**config.mk**
```make
export PLATFORM = sky130hd
export DESIGN_NAME = key_entry_debounce
export DESIGN_NICKNAME = d
export VERILOG_FILES = /design/src/rtl/key_entry_debounce.sv
export SDC_FILE = /design/constraint.sdc
export NUM_CORES = 1
export LEC_CHECK = 0
export CORE_MARGIN = 3
export CORE_UTILIZATION = 55
export DETAILED_ROUTE_END_ITERATION = 6
export PLACE_DENSITY = 0.77
export SYNTH_ARGS = -nofsm -noshare
export SYNTH_HDL_FRONTEND = slang
export SYNTH_SLANG_ARGS = --single-unit
```
**constraint.sdc**
```tcl
create_clock -name clk -period 2.12 [get_ports clk]
set_input_delay 0.318 -clock clk [delete_from_list [all_inputs] [get_ports clk]]
set_output_delay 0.318 -clock clk [all_outputs]
set_load 0.01 [all_outputs]
```
**src/rtl/key_entry_debounce.sv**
```systemverilog
// Enter-key debouncer and digit capture for the lock keypad.
// Synchronizes the raw key and switches, debounces the key and hands each press to the lock FSM.
module key_entry_debounce #(
  parameter int unsigned DB_CYCLES = 1000000,
  parameter int unsigned CNT_W     = 20
) (
  input  logic       clk,
  input  logic       reset,
  input  logic       key_n,
  input  logic [3:0] sw,
  output logic [3:0] digit,
  output logic       digit_err,
  output logic       digit_valid,
  input  logic       digit_ready,
  output logic       key_level,
  output logic       overrun
);

  localparam logic [CNT_W-1:0] CntMax = CNT_W'(DB_CYCLES - 1);

  typedef enum logic [0:0] {StIdle, StHold} state_e;

  logic             key_s1_q, key_s2_q;
  logic [3:0]       sw_s1_q, sw_s2_q;
  logic             db_n_q, db_n_d;
  logic [CNT_W-1:0] cnt_q, cnt_d;
  logic             press;
  state_e           state_q, state_d;
  logic             capture, set_ovr;
  logic [3:0]       digit_q;
  logic             err_q, ovr_q;

  always_ff @(posedge clk or negedge reset) begin
    if (!reset) begin
      key_s1_q <= 1'b1;
      key_s2_q <= 1'b1;
      sw_s1_q  <= 4'd0;
      sw_s2_q  <= 4'd0;
    end else begin
      key_s1_q <= key_n;
      key_s2_q <= key_s1_q;
      sw_s1_q  <= sw;
      sw_s2_q  <= sw_s1_q;
    end
  end

  // The counter counts consecutive disagreeing edges; it is cleared on agreement and on update,
  // so it never passes CntMax.
  always_comb begin
    cnt_d  = cnt_q;
    db_n_d = db_n_q;
    if (key_s2_q == db_n_q) begin
      cnt_d = '0;
    end else if (cnt_q == CntMax) begin
      cnt_d  = '0;
      db_n_d = key_s2_q;
    end else begin
      cnt_d = cnt_q + CNT_W'(1);
    end
  end

  assign press = db_n_q & ~db_n_d;

  always_ff @(posedge clk or negedge reset) begin
    if (!reset) begin
      cnt_q  <= '0;
      db_n_q <= 1'b1;
    end else begin
      cnt_q  <= cnt_d;
      db_n_q <= db_n_d;
    end
  end

  always_comb begin
    state_d = state_q;
    capture = 1'b0;
    set_ovr = 1'b0;
    unique case (state_q)
      StIdle: begin
        if (press) begin
          state_d = StHold;
          capture = 1'b1;
        end
      end
      StHold: begin
        // A press landing on the accepting edge replaces the entry instead of overrunning.
        if (press) begin
          if (digit_ready) capture = 1'b1;
          else             set_ovr = 1'b1;
        end else if (digit_ready) begin
          state_d = StIdle;
        end
      end
      default: state_d = StIdle;
    endcase
  end

  always_ff @(posedge clk or negedge reset) begin
    if (!reset) begin
      state_q <= StIdle;
      digit_q <= 4'd0;
      err_q   <= 1'b0;
      ovr_q   <= 1'b0;
    end else begin
      state_q <= state_d;
      if (capture) begin
        digit_q <= sw_s2_q;
        err_q   <= (sw_s2_q > 4'd9);
      end
      if (set_ovr) ovr_q <= 1'b1;
    end
  end

  assign digit       = digit_q;
  assign digit_err   = err_q;
  assign digit_valid = (state_q == StHold);
  assign key_level   = ~db_n_q;
  assign overrun     = ovr_q;

  cnt_bound_a: assert property (@(posedge clk) disable iff (!reset) cnt_q <= CntMax);
  ovr_sticky_a: assert property (@(posedge clk) disable iff (!reset) ovr_q |=> ovr_q);

endmodule

```
## Yosys cells after proc, flatten, opt, wreduce, memory -nomap -nowiden

Cells that the tools add are included.

- Flip-flop bits (word level): 38
- Output and inout bits: 8

- Add/subtract/negate cells: 1
- Order comparisons: 1
- Equal/unequal tests: 2
- Mux-type cells: 13
- Bitwise logic cells: 4

Operators with widths:

| cell | number |
|---|---|
| $mux W20 | 2 |
| $add A20 B1 Y20 const B | 1 |
| $eq A20 B20 Y1 const B | 1 |
| $mux W1 | 9 |
| $gt A4 B4 Y1 const B | 1 |
| $pmux W1 S2 | 2 |
| $not A1 Y1 | 3 |
| $and A1 B1 Y1 | 1 |
| $eq A1 B1 Y1 | 1 |

## Logic depth before layout (Yosys ltp)

Gate-level depths: netlist of run 1.

- Depth in word-level cells: 7
- Depth in mapped cells: 7
- Mapped depth without buffers: 5

## Worst setup path after synthesis of run 1

OpenSTA, ideal clock, no wires.

- Path kind: register -> register
- Start: register cnt_q[0]
- End: register digit_q[0], in the netlist digit[0]
- Setup time: 0.125 ns
- Data arrival time: 1.712 ns
- Required time: 1.995 ns
- Setup slack: 0.283 ns
- Stages on the path, launching flop included: 7
- Buffers on the path: 1
- Cells stage by stage: dfrtp_1 ha_1 and4_1 buf_6 nand4_4 nor4b_4 mux2_2

- Longest elaborated chain between the ends: 7
- Elaborated cells between the ends (all ways): 8

RTL lines:

| item | RTL line | text |
|---|---|---|
| from (decl) | 26 | `logic [CNT_W-1:0] cnt_q, cnt_d;` |
| from (signal assigned) | 69 | `cnt_q <= cnt_d;` |
| $eq A20 B20 Y1 (*) | 54 | `end else if (cnt_q == CntMax) begin` |
| $mux W1 (*) | 54 |  |
| $mux W1 (*) | 52 | `if (key_s2_q == db_n_q) begin` |
| $not A1 Y1 (*) | 62 | `assign press = db_n_q & ~db_n_d;` |
| $and A1 B1 Y1 (*) | 62 |  |
| $mux W1 (on tied branches) | 87, 80 |  |
| $pmux W1 S2 (*) | 78 | `unique case (state_q)` |
| to (signal assigned) | 107 | `digit_q <= sw_s2_q;` |
| to (decl) | 30 | `logic [3:0] digit_q;` |

Mark *: on every way between the ends. The rest lies on a longest branch, timed or not.
A chain may end at the register's enable or synchronous reset.

## Final worst setup path of run 1

- Start: register cnt_q[0]
- End: register digit_q[1], in the netlist digit[1]

Same word-level chain as after synthesis.

==> results of run 1 <==
## kinds of logic (layout without fill, tap and decap cells)
group	count (synthesis)	in the layout	share of synthesized area [%]
mux	6	6	4.05
fa+ha+maj	1	1	0.763
xor+xnor	15	15	8.02
flops	38	38	58.2
simple gates	59	59	21.8
compound gates	12	12	4.96
buf+inv	7	31	2.14
## cells in the final DEF, fill, tap and decap left out, types with 2 or more instances in the layout
| cell type | instances |
|---|---|
| nand4_1 | 8 |
| nor3_1 | 2 |
| dfrtp_1 | 35 |
| xnor2_1 | 7 |
| buf_4 | 3 |
| nor2_1 | 19 |
| mux2_2 | 5 |
| clkdlybuf4s50_1 | 14 |
| a21oi_1 | 4 |
| nand2_1 | 8 |
| nand3_1 | 5 |
| and4_1 | 3 |
| clkbuf_4 | 5 |
| a31o_2 | 3 |
| and2_1 | 2 |
| nor4_1 | 2 |
| inv_1 | 5 |
| xor2_1 | 8 |
| bufinv_16 | 2 |
| dfstp_2 | 3 |
| o21ai_0 | 2 |
## registers in the layout, indices dropped and copies added (netlist names)
signal       cells
sw_s2_q          4
cnt_q           20
digit            4
overrun          1
digit_valid      1
sw_s1_q          4
key_s2_q         1
digit_err        1
db_n_q           1
key_s1_q         1
## layout make-up
type / instances / area (µm²)
multi-input cells: 93 / 649
repair buffers: 18 / 168
fillers: 221 / 870
clock buffers: 5 / 37.5
well taps: 31 / 38.8
flip-flops and latches: 38 / 955
inverters: 5 / 18.8
clock inverters: 3 / 68.8
## power by group
part	internal [mW]	switching, mW	total (mW)
clock network	0.369	0.237	0.606
registers	0.740	0.00800	0.748
logic	0.0173	0.0275	0.0449
## per-layer routing
layer | part of all wire (%) | vias to the layer above | routed length (µm) | global-route usage [%]
met5 | 0 | - | 0 | 0
met4 | 1.2 | 0 | 33 | 7.12
met3 | 3.9 | 4 | 109 | 5.74
met2 | 48 | 21 | 1350 | 28.7
met1 | 47 | 543 | 1310 | 24.3
li1 | - | 534 | - | -
## final timing paths
check / start / end / slack (ns) / cells past startpoint
worst max register to register: cnt_q[0]$_DFF_PN0_ / digit[1]$_DFFE_PN0P_ / 0.15 / 5
worst min register to register: sw_s1_q[0]$_DFF_PN0_ / sw_s2_q[0]$_DFF_PN0_ / 0.36 / 0
max in group asynchronous: reset / cnt_q[1]$_DFF_PN0_ / 1.55 / 1
worst max-delay path: cnt_q[0]$_DFF_PN0_ / digit[1]$_DFFE_PN0P_ / 0.15 / 5
min in group clk: sw_s1_q[0]$_DFF_PN0_ / sw_s2_q[0]$_DFF_PN0_ / 0.36 / 0
worst min-delay path: reset / cnt_q[5]$_DFF_PN0_ / 0.05 / 1
==> impl_metrics.toml, run 1 <==
[clock_tree]
cts_tree = "done"
cts_hold_buf = 0
ctsHtreeMaxLevel = 2
ctsResizeCount = 0
clock_latency_ns = 0.34
clk_path_buf_depth = 2
post_cts_buffers = 0
ctsRootBufferMaster = "clkbuf_4"
clock_sinks = 38
cts_buffers = 5
cts.reportedPaths.clkPinSlew_ns = 0.12

[routing]
vias = 1102
viasPerCell = 5.71
drt_iter0_drc = 51
drc_errors = 0
drt_pre_antenna_iters = 4
wl_um = 2800
post_drt_wl_per_cell_um = 14.5
ant_nets = 0

[pwr]
finalPower_mw = 1.40
p_leak_nw = 0.840
p_per_area_mw_per_mm2 = 723
peakVddDrop_uv = 524

[sta]
tns_ns = 0
grt_setup_unrepaired = "no"
finalMaxSlewViolations = 0
setup_slack_ns = 0.147
fin_skew_ns = 0.0102
holdWs_ns = 0.0502
relSlewSlack_pct = 45.9
max_freq_mhz = 507
hold_viol_final = 0
finalCriticalPeriod_ns = 1.97
worst_pin_slew_ns = 0.812
setup_violations = 0
finalCritPeriodShare_pct = 93.1

[global_routing]
grt_pass1_wl_um = 4930
gr-usage-all-layers_pct = 18.5
antenna_found_initial = 0
first_global_vias = 1107
grt_max_degree = 39
grt_overflow = 0

[setup_path]
worstSetupStartpointType = "flop"
cpMaxStageDelayCell = "dfrtp_1"
critPathTopFamily = "simple AND/OR/NAND/NOR gates"
critPathKind = "flop to flop"
cp_max_fo = 5
cp.arrival_ns = 2.21
cp_cell_sequence = "ha_1, and4_1, nand4_4, nor4b_4, mux2_2"
crit_buf_inv = 0
cp-end-kind = "flop"
required_ns = 2.35
critPathMaxStageDelay_ns = 0.41

[synthesis]
yosysMostFrequentCell = "dfrtp_1"
netlist_area_mm2 = 0.00164
synth_fp_nets = 147
synth_area_leaders = "dfrtp_1 53%, dfstp_2 4.8%, nor2_1 4.4%"
synth-warning-count = 0
synth_common_cells = "35 x dfrtp_1, 19 x nor2_1, 8 x nand2_1, 8 x nand4_1, 8 x xor2_1"
synth.avg_cell_area_um2 = 11.9
yosysTopAreaCellShare_pct = 53.4
synth_seq_area_share_pct = 58.2
yosysUniqueCellTypes = 34
yosysTopAreaCell = "dfrtp_1"
synthArstFlopShare_pct = 100
synth-main-ff-cell = "dfrtp_1"
synth-seq-cells = 38
syn_inst = 138
synth_edf_count = 0

[finish]
final_area_mm2 = 0.00194
post-route-util_pct = 69.0
instances_no_fill = 193
drive_gt1_share_pct = 18.5
syn_to_final_growth_pct = 18.1
n_antenna_cell = 0
nets = 170

[die]
fp-row-count = 19
core-area_mm2 = 0.00281
die_h_um = 60.6
die_area_mm2 = 0.00367
die_x_um = 60.6
initial_utilization_pct = 58.4
pin_count = 16

[place]
place_area_mm2 = 0.00183
port_buffers = 15
place_ws_ns = 0.161
placed_cells = 185
dpl.hpwl_um = 2000
routabilityCongestion = 0.832

[outcome]
status = "finished clean"

[flow_run]
maxCapViolCount = 0

[min_path]
worstHoldPathType = "input port to asynchronous set/reset pin"
(Power assumes the default switching activity.)
==> run 2: changes to the inputs <==
ABC_AREA = 1   (was unset)
SKIP_CTS_REPAIR_TIMING = 1   (was unset)
==> run 2 against run 1 <==
Clock power barely moved. Synthesized cell count is 40% higher. Utilization rose by 2.7 points. Sequential power rose by 0.9%. Area after synthesis rose by 7.4%. Maximum frequency is 6.5% higher. Global-route usage increased by 1.1 points. Register-to-register slack improved by 0.12 ns. Clock skew barely moved. Die area grew 6.7%. Design area rose by 7.4%. First-iteration DRC count up 43%. Critical path type unchanged.
==> impl_metrics.toml, run 2 <==
[setup_path]
rr_startpoint = "cnt_q[0]$_DFF_PN0_"
critPathMaxStageDelay_ns = 0.40
critical_path.startpoint = "cnt_q[0]$_DFF_PN0_"
cp.arrival_ns = 2.10
crit_buf_inv = 1
critPathKind = "flop to flop"
required_ns = 2.37
cp-end-kind = "flop"
cp_max_fo = 11
worstSetupStartpointType = "flop"
crit_top_cell = "nand3_2"
critPathTopFamily = "simple AND/OR/NAND/NOR gates"
cp_cell_sequence = "ha_1, nand3_2, nor3_4, nand3_2, nand2_2, inv_1, and3_1"
cpMaxStageDelayCell = "dfrtp_1"

[die]
pin_count = 16
fp-row-count = 19
die_x_um = 62.6
die_h_um = 62.6
initial_utilization_pct = 60.7
die_area_mm2 = 0.00392
core-area_mm2 = 0.00290

[synthesis]
yosys.area_share.simple_pct = 32.3
synth_top_family_by_area = "simple AND/OR/NAND/NOR gates"
synth.area.mux_share_pct = 0
yosysUniqueCellTypes = 31
synth_fp_nets = 202
synth-main-ff-cell = "dfrtp_1"
synth-seq-cells = 38
synth_common_cells = "42 x nor2_1, 35 x dfrtp_1, 34 x nand2_1"
synthAdderAreaFrac_pct = 0.711
yosysTopAreaCell = "dfrtp_1"
yosysMostFrequentCell = "nor2_1"
synth_area_leaders = "dfrtp_1 50%, nor2_1 9.0%, nand2_1 7.2%"
synth_edf_count = 0
synth_seq_area_share_pct = 54.2
synth_compound_area_share_pct = 4.41
netlist_area_mm2 = 0.00176
synth.avg_cell_area_um2 = 9.12
syn_inst = 193
yosysTopAreaCellShare_pct = 49.8
yosys.area_share.xor_xnor_pct = 2.99
synth-warning-count = 0
synthArstFlopShare_pct = 100

[sta]
finalCriticalPeriod_ns = 1.85
fin_skew_ns = 0.00976
max_freq_mhz = 540
setup_violations = 0
finalMaxSlewViolations = 0
grt_setup_unrepaired = "no"
setup_slack_ns = 0.267
tns_ns = 0
finalCritPeriodShare_pct = 87.4
relSlewSlack_pct = 67.9
hold_viol_final = 0
worst_pin_slew_ns = 0.480

[global_routing]
grt_overflow = 0
first_global_vias = 1279
gr-usage-all-layers_pct = 19.6
grt_max_degree = 20
antenna_found_initial = 0
grt_pass1_wl_um = 5980

[clock_tree]
clock_sinks = 38
ctsRootBufferMaster = "clkbuf_4"
clock_latency_ns = 0.34
cts.reportedPaths.clkPinSlew_ns = 0.11
cts_tree = "done"
cts_buffers = 5
ctsHtreeMaxLevel = 2
clk_path_buf_depth = 2

[routing]
wl_um = 3370
viasPerCell = 5.12
vias = 1330
ant_nets = 0
drt_iter0_drc = 73
drt_pre_antenna_iters = 4
post_drt_wl_per_cell_um = 13.0
drc_errors = 0

[pwr]
p_leak_nw = 0.955
p_per_area_mw_per_mm2 = 686
peakVddDrop_uv = 721
finalPower_mw = 1.43

[place]
place_ws_ns = 0.264
dpl.hpwl_um = 2580
routabilityCongestion = 0.886
port_buffers = 15

[finish]
multi_input_area_um2 = 712
final_common_cell = "nor2_1"
syn_to_final_growth_pct = 18.1
seqCellArea_um2 = 955
fillCellCount = 248
mostFrequentLayoutCells = "42 x nor2_1, 35 x dfrtp_1, 34 x nand2_1"
n_antenna_cell = 0
largest_register_ffs = 20
drive_gt1_share_pct = 13.3
regMostFlops = "cnt_q"
nets = 226

[flow_run]
maxCapViolCount = 0

[min_path]
hp-start = "sw_s1_q[0]$_DFF_PN0_"
worstHoldPathType = "flop to flop"

[outcome]
status = "finished clean"
[run 2: final timing paths]
kind                            depth (start not counted)                    to  slack, ns
worst max-delay path                                    7   cnt_q[11]$_DFF_PN0_       0.27
worst min-delay path                                    0  sw_s2_q[0]$_DFF_PN0_       0.36
worst max register to register                          7   cnt_q[11]$_DFF_PN0_       0.27
worst min register to register                          0  sw_s2_q[0]$_DFF_PN0_       0.36
max in group asynchronous                               3    key_s1_q$_DFF_PN1_       1.39
min in group asynchronous                               3   cnt_q[10]$_DFF_PN0_       0.47
[run 2: logic make-up (layout without fill, tap and decap cells)]
kind of cell | count (synthesis) | count (layout)
and+or+nand+nor | 112 | 112
DFF | 38 | 38
buffers and inverters | 23 | 48
AOI/OAI and AO/OA | 13 | 13
xor gates and xnor gates | 6 | 6
adders and majority gates | 1 | 1
[run 2: report_power, final]
group / switching [mW] / leakage [nW] / internal [mW]
registers: 0.0108 / 0.494 / 0.744
logic: 0.0347 / 0.406 / 0.0299
clock network: 0.238 / 0.0554 / 0.369
[run 2: stage by stage]
step                std cells  hold WS, ns  instance area (µm²)  utilization [%]
floorplan                 193       0.0224                 1760                -
global placement          251        0.305                 1960             67.6
detailed placement        251        0.308                 1960             67.6
CTS                       259      -0.0747                 2070             71.3
global route              260        0.354                 2080             71.7
finish                    260        0.359                 2080             71.7
[run 2: final cells by class]
cell class	count	share of cell area [%]
sequential	38	45.9
multi-input combinational	132	34.3
timing repair buffer	18	8.19
inverter	22	3.97
clock inverter	3	3.31
tap	42	2.53
clock buffer	5	1.81
[run 2: per-layer routing]
| layer | wire [µm] | track usage [%] | vias to the layer above |
|---|---|---|---|
| met5 | 0 | 0 | - |
| met4 | 51 | 6.89 | 0 |
| met3 | 232 | 5.76 | 5 |
| met2 | 1580 | 30.2 | 34 |
| met1 | 1510 | 26.2 | 634 |
| li1 | - | - | 657 |
